<file path="src/rtl/bitonic_pkg.sv">
// Shared types and constants for the 16-element bitonic sort pipeline.
// The loader, the sorter and the downstream result stage all use these types.
package bitonic_pkg;

  localparam int N     = 16;
  localparam int W     = 8;
  localparam int IDX_W = $clog2(N);
  // One extra bit so that a full frame can report a count of exactly N.
  localparam int CNT_W = $clog2(N) + 1;

  typedef logic [W-1:0]     elem_t;
  typedef elem_t            frame_t [0:N-1];
  typedef logic [CNT_W-1:0] cnt_t;
  typedef logic [IDX_W-1:0] idx_t;

  // Pad value for unused slots; it sorts to the tail in an ascending sort.
  localparam elem_t PAD_VALUE = 8'hFF;

  // Number of real elements in a frame whose final beat landed in slot idx.
  function automatic cnt_t slot_count(input idx_t idx);
    return cnt_t'(idx) + cnt_t'(1);
  endfunction

endpackage

</file>
<file path="src/rtl/bitonic_frame_loader_if.sv">
// Byte-stream valid/ready link that feeds the frame loader.
// The source drives master; the loader takes slave.
interface bitonic_frame_loader_if;
  import bitonic_pkg::*;

  logic  in_valid;
  logic  in_ready;
  elem_t in_data;
  logic  in_last;

  modport master (output in_valid, output in_data, output in_last, input in_ready);
  modport slave  (input in_valid, input in_data, input in_last, output in_ready);

endinterface

</file>
<file path="src/rtl/bitonic_frame_loader.sv">
// Assembles a byte stream into frames for the bitonic sorter: fill buffer, pad-on-transfer
// into a held output register, and a hold counter that reports when the sorter has settled.
module bitonic_frame_loader
  import bitonic_pkg::*;
#(
  parameter int SORT_LATENCY = 4
) (
  input  logic                         clk,
  input  logic                         rst_n,
  bitonic_frame_loader_if.slave        in_bus,
  output frame_t                       frame_out,
  output cnt_t                         frame_count,
  output logic                         frame_start,
  output logic                         frame_settled
);

  localparam int HOLD_W = $clog2(SORT_LATENCY + 1);
  typedef logic [HOLD_W-1:0] hold_t;

  elem_t  fbuf_q [0:N-1];
  frame_t padded;

  idx_t   wr_idx_q,   wr_idx_d;
  logic   pending_q,  pending_d;
  cnt_t   pend_cnt_q, pend_cnt_d;
  hold_t  hold_cnt_q, hold_cnt_d;
  logic   loaded_q,   loaded_d;
  frame_t frame_q,    frame_d;
  cnt_t   count_q,    count_d;
  logic   start_q,    start_d;

  logic   accept;
  logic   frame_done;
  logic   transfer;

  assign in_bus.in_ready = !pending_q;
  assign accept          = in_bus.in_valid && !pending_q;
  assign frame_done      = accept && (in_bus.in_last || (wr_idx_q == idx_t'(N - 1)));
  assign transfer        = pending_q && (hold_cnt_q == '0);

  // Stale slots from an earlier, longer frame are masked here rather than cleared in fbuf.
  for (genvar gi = 0; gi < N; gi++) begin : g_pad
    assign padded[gi] = (cnt_t'(gi) < pend_cnt_q) ? fbuf_q[gi] : PAD_VALUE;
  end

  always_ff @(posedge clk) begin
    if (accept) begin
      fbuf_q[wr_idx_q] <= in_bus.in_data;
    end
  end

  always_comb begin
    wr_idx_d   = wr_idx_q;
    pending_d  = pending_q;
    pend_cnt_d = pend_cnt_q;
    hold_cnt_d = hold_cnt_q;
    loaded_d   = loaded_q;
    frame_d    = frame_q;
    count_d    = count_q;
    start_d    = transfer;

    if (accept) begin
      wr_idx_d = wr_idx_q + 1'b1;
    end
    if (frame_done) begin
      pending_d  = 1'b1;
      pend_cnt_d = slot_count(wr_idx_q);
    end

    // accept and transfer are mutually exclusive: transfer needs pending, accept needs !pending.
    if (transfer) begin
      frame_d    = padded;
      count_d    = pend_cnt_q;
      hold_cnt_d = hold_t'(SORT_LATENCY);
      pending_d  = 1'b0;
      wr_idx_d   = '0;
      loaded_d   = 1'b1;
    end else if (hold_cnt_q != '0) begin
      hold_cnt_d = hold_cnt_q - 1'b1;
    end
  end

  always_ff @(posedge clk or negedge rst_n) begin
    if (!rst_n) begin
      wr_idx_q   <= '0;
      pending_q  <= 1'b0;
      pend_cnt_q <= '0;
      hold_cnt_q <= '0;
      loaded_q   <= 1'b0;
      frame_q    <= '{default: '0};
      count_q    <= '0;
      start_q    <= 1'b0;
    end else begin
      wr_idx_q   <= wr_idx_d;
      pending_q  <= pending_d;
      pend_cnt_q <= pend_cnt_d;
      hold_cnt_q <= hold_cnt_d;
      loaded_q   <= loaded_d;
      frame_q    <= frame_d;
      count_q    <= count_d;
      start_q    <= start_d;
    end
  end

  assign frame_out     = frame_q;
  assign frame_count   = count_q;
  assign frame_start   = start_q;
  assign frame_settled = loaded_q && (hold_cnt_q == '0);

endmodule

</file>
<file path="src/flat_wrapper.sv">
// flat-port wrapper written by rule: the top's interface ports become plain ports
module bitonic_frame_loader_flat import bitonic_pkg::*;
#(
  parameter int SORT_LATENCY = 4
)
  (clk, rst_n, frame_out, frame_count, frame_start, frame_settled, in_bus_in_valid, in_bus_in_data, in_bus_in_last, in_bus_in_ready);
  bitonic_frame_loader_if in_bus_i ();
  input  logic clk;
  input  logic rst_n;
  output frame_t frame_out;
  output cnt_t frame_count;
  output logic frame_start;
  output logic frame_settled;
  input wire logic [$bits(in_bus_i.in_valid)-1:0] in_bus_in_valid;
  input wire logic [$bits(in_bus_i.in_data)-1:0] in_bus_in_data;
  input wire logic [$bits(in_bus_i.in_last)-1:0] in_bus_in_last;
  output wire logic [$bits(in_bus_i.in_ready)-1:0] in_bus_in_ready;
  assign in_bus_i.in_valid = in_bus_in_valid;
  assign in_bus_i.in_data = in_bus_in_data;
  assign in_bus_i.in_last = in_bus_in_last;
  assign in_bus_in_ready = in_bus_i.in_ready;
  bitonic_frame_loader #(.SORT_LATENCY(SORT_LATENCY)) u_core (.clk(clk), .rst_n(rst_n), .in_bus(in_bus_i), .frame_out(frame_out), .frame_count(frame_count), .frame_start(frame_start), .frame_settled(frame_settled));
endmodule
</file>
<file path="config.mk">
export PLATFORM = sky130hd
export DESIGN_NAME = bitonic_frame_loader_flat
export DESIGN_NICKNAME = d
export VERILOG_FILES = /design/src/rtl/bitonic_pkg.sv /design/src/rtl/bitonic_frame_loader_if.sv /design/src/rtl/bitonic_frame_loader.sv /design/src/flat_wrapper.sv
export SDC_FILE = /design/constraint.sdc
export NUM_CORES = 1
export LEC_CHECK = 0
export ABC_AREA = 1
export CAP_MARGIN = 20
export CORE_ASPECT_RATIO = 0.8
export CORE_MARGIN = 4
export CORE_UTILIZATION = 30
export DETAILED_ROUTE_END_ITERATION = 16
export PLACE_DENSITY = 0.58
export SKIP_CTS_REPAIR_TIMING = 1
export SYNTH_ARGS = -nofsm -noshare
export SYNTH_HDL_FRONTEND = slang
export SYNTH_SLANG_ARGS = --single-unit
</file>
<file path="constraint.sdc">
create_clock -name clk -period 1.8 [get_ports clk]
set_clock_uncertainty 0.05 [all_clocks]
set_input_delay 0.54 -clock clk [delete_from_list [all_inputs] [get_ports clk]]
set_output_delay 0.54 -clock clk [all_outputs]
set_load 0.03 [all_outputs]
</file>
==> flow_metrics.py <==
metrics = {
    "floorplanning": {
        "dieWidth_um": 214,
        "die_area_um2": 37000,
        "num_rows": 60,
        "start_util_pct": 30.4,
        "core_um2": 33600,
        "ioPinCount": 148,
        "dieHeight_um": 173,
    },
    "synthesis": {
        "syn_nets": 840,
        "async_reset_ff_share_pct": 53.6,
        "synth_common_cells": "nand2_1, dfrtp_1, edfxtp_1",
        "synth_area_leader_cell": "edfxtp_1",
        "synthMuxAreaShare_pct": 0,
        "ys_ff_latch": 276,
        "yosys.area_share.simple_pct": 12.6,
        "yosys.area.top_type_share_pct": 37.7,
        "ys_top_cells_by_area": "edfxtp_1, dfrtp_1, nand2_1, nor2_1, a2bb2oi_1",
        "synthAdderAreaFrac_pct": 0.736,
        "synth_top_family_by_area": "simple AND/OR/NAND/NOR gates",
        "synth-compound-area-share_pct": 8.94,
        "ys_seq_area_share_pct": 74.0,
        "synth_cell_types": 29,
        "synthFlopType": "dfrtp_1",
        "synth_warnings": 0,
        "synth_edf_count": 128,
        "mappedNetlistArea_um2": 10200,
        "synth_cells": 822,
        "synth.most_common_cell": "nand2_1",
        "synth_xor_area_share_pct": 0.172,
        "synth.avg_cell_area_um2": 12.4,
    },
    "run_status": {
        "violations": "negative setup slack",
        "status": "finished, violations left",
    },
    "global_routing": {
        "grt_pass1_vias": 6800,
        "use_met1_pct": 21.2,
        "grt_pass1_wl_um": 41100,
        "use_met2_pct": 21.2,
        "busiest_layer": "met2",
        "track_usage_pct": 14.0,
        "use_met3_pct": 2.58,
        "grt_max_degree": 83,
        "antenna_found_initial": 0,
        "grt_overflow": 0,
    },
    "final_layout": {
        "final_core_util_pct": 39.2,
        "drive_gt1_share_pct": 23.8,
        "stdcell_count": 1474,
        "final_cell_area_um2": 13200,
        "n_fill_cell": 3255,
        "syn2layout_area_growth_pct": 28.9,
        "nets": 1038,
        "n_antenna_cell": 0,
    },
    "sta": {
        "setup_violations": 2,
        "holdWs_ns": 0.427,
        "hold_viol": 0,
        "setup_slack_ns": -0.326,
        "slew_headroom_pct": 63.8,
        "fin_crit_sh_pct": 118,
        "fmax_mhz": 470,
        "worst-slew-pin-transition_ns": 0.543,
        "slew_violations": 0,
        "min_period_ns": 2.13,
        "rsz0062_at_grt": "yes",
    },
    "drt": {
        "drt_pass1_iterations": 5,
        "drt_iter0_markers": 391,
        "vias": 6624,
        "post_drt_via_cell_ratio": 4.49,
        "drc": 0,
        "wl_per_cell_um": 18.1,
        "drt_wl_total_um": 26700,
        "drtAntennaViolNets": 0,
    },
    "worst_setup_path": {
        "end_kind": "output pin",
        "worstRegToRegCells": 9,
        "critPathRequiredTime_ns": 1.21,
        "worstReg2RegStart": "u_core.hold_cnt_q[1]",
        "arrival_ns": 1.54,
        "critPathLaunchType": "flip-flop",
        "crit_fanout": 3,
        "crit_type": "reg -> out",
        "ff2ff_setup_slack_ns": 0.13,
        "r2r_end": "u_core.frame_out[31]",
    },
    "power_and_ir_drop": {
        "cellLeakagePower_nw": 5.65,
        "power_w": 0.0224,
        "vdd_drop_max_mv": 0.797,
        "powerDensity_nw_per_um2": 1700,
    },
    "run": {
        "maxCapViolCount": 0,
    },
    "cts": {
        "cts_buffers": 27,
        "clkSinkCount": 276,
        "clock_latency_ns": 0.53,
        "clk_pin_slew_ns": 0.07,
        "htreeDepth": 1,
        "cts_tree": "yes",
        "cts_buffer_depth": 3,
        "root_buffer": "clkbuf_16",
    },
    "place": {
        "gp_congestion": 0.762,
        "dpl-instance-area_um2": 12600,
        "dpl.hpwl_um": 17300,
        "placedCellCount": 1417,
        "port_buffers": 147,
    },
    "worst_hold_path": {
        "hp-class": "in -> async",
    },
}
-- how the worst max path moves through the flow --
stage / start / end / slack (ns) / cells after the start
6_report: u_core.hold_cnt_q[1] / frame_settled / -0.33 / 6
5_1_grt: u_core.hold_cnt_q[1] / frame_settled / -0.39 / 6
4_1_cts: u_core.hold_cnt_q[0] / frame_settled / -0.50 / 6
3_5_place_dp: in_bus_in_valid / u_core.fbuf_q[10][4] / -0.46 / 6
3_3_place_gp: in_bus_in_valid / u_core.fbuf_q[0][3] / -0.42 / 6
2_1_floorplan: u_core.pending_q / u_core.fbuf_q[0][0] / -0.08 / 5
-- kinds of logic after synthesis --
family / Yosys count
adder cells (fa/ha/maj): 6
AND/OR/NAND/NOR: 316
XOR/XNOR: 2
AO/OA/AOI/OAI: 133
buffers and inverters: 89
flip-flops: 276
-- worst max-delay path: stages, from the launching register on --
cell	delay, ns
dfrtp_1	0.39
inv_2	0.09
ha_4	0.15
nand2_4	0.06
nor2_4	0.11
buf_6	0.10
buf_12	0.10
-- registers in the layout (all words and copies together) (netlist names) --
name and flops:
u_core.frame_start 1, u_core.pending_q 1, u_core.frame_count 5, u_core.pend_cnt_q 5, u_core.hold_cnt_q 3, u_core.fbuf_q 128, u_core.frame_out 128, u_core.wr_idx_q 4
u_core.loaded_q 1
-- where the power goes --
group	switching [W]	internal (W)	leakage, nW	total [W]
clock	0.00233	0.00352	0.447	0.00585
sequential	0.000806	0.00789	2.69	0.00870
combinational	0.00520	0.00262	2.52	0.00782
total	0.00833	0.0140	5.65	0.0224
-- cell type report --
type	count	area, µm²	share of cell area, %
sequential	276	7550	57.4
multi-input combinational	457	2320	17.7
timing repair buffer	201	1600	12.2
clock buffer	34	712	5.41
tap	434	543	4.13
inverter	57	219	1.66
clock inverter	15	205	1.56
-- routing by layer --
layer	routed length (µm)	part of all wire (%)
met5	0	0
met4	464	1.7
met3	1190	4.5
met2	11500	43
met1	13500	51
-- metrics by stage --
stage	setup WS [ns]	TNS, ns
floorplan	-0.0761	-7.31
global placement	-0.416	-46.87
detailed placement	-0.455	-46.96
CTS	-0.500	-49.78
global route	-0.388	-0.480
finish	-0.326	-0.364
-- layout by cell type, fill, tap and decap left out, types with 2 or more instances in the layout --
cell	n
buf_4	44
buf_12	14
o21ai_2	3
ha_1	5
clkbuf_16	28
dlymetal6s2s_1	21
clkdlybuf4s50_1	10
nand2_1	152
nand3_1	21
a2bb2oi_1	48
clkinvlp_4	2
buf_6	3
edfxtp_1	128
bufinv_16	5
nand2_4	2
inv_2	4
dfrtp_1	147
inv_1	52
or2_2	17
clkbuf_2	104
buf_2	2
nor2_4	2
nor2_1	118
a21boi_1	2
o21ai_0	60
o22ai_1	2
clkinv_2	6
nand2_2	3
clkbuf_1	6
a21boi_0	14
(Power assumes the default switching activity.)
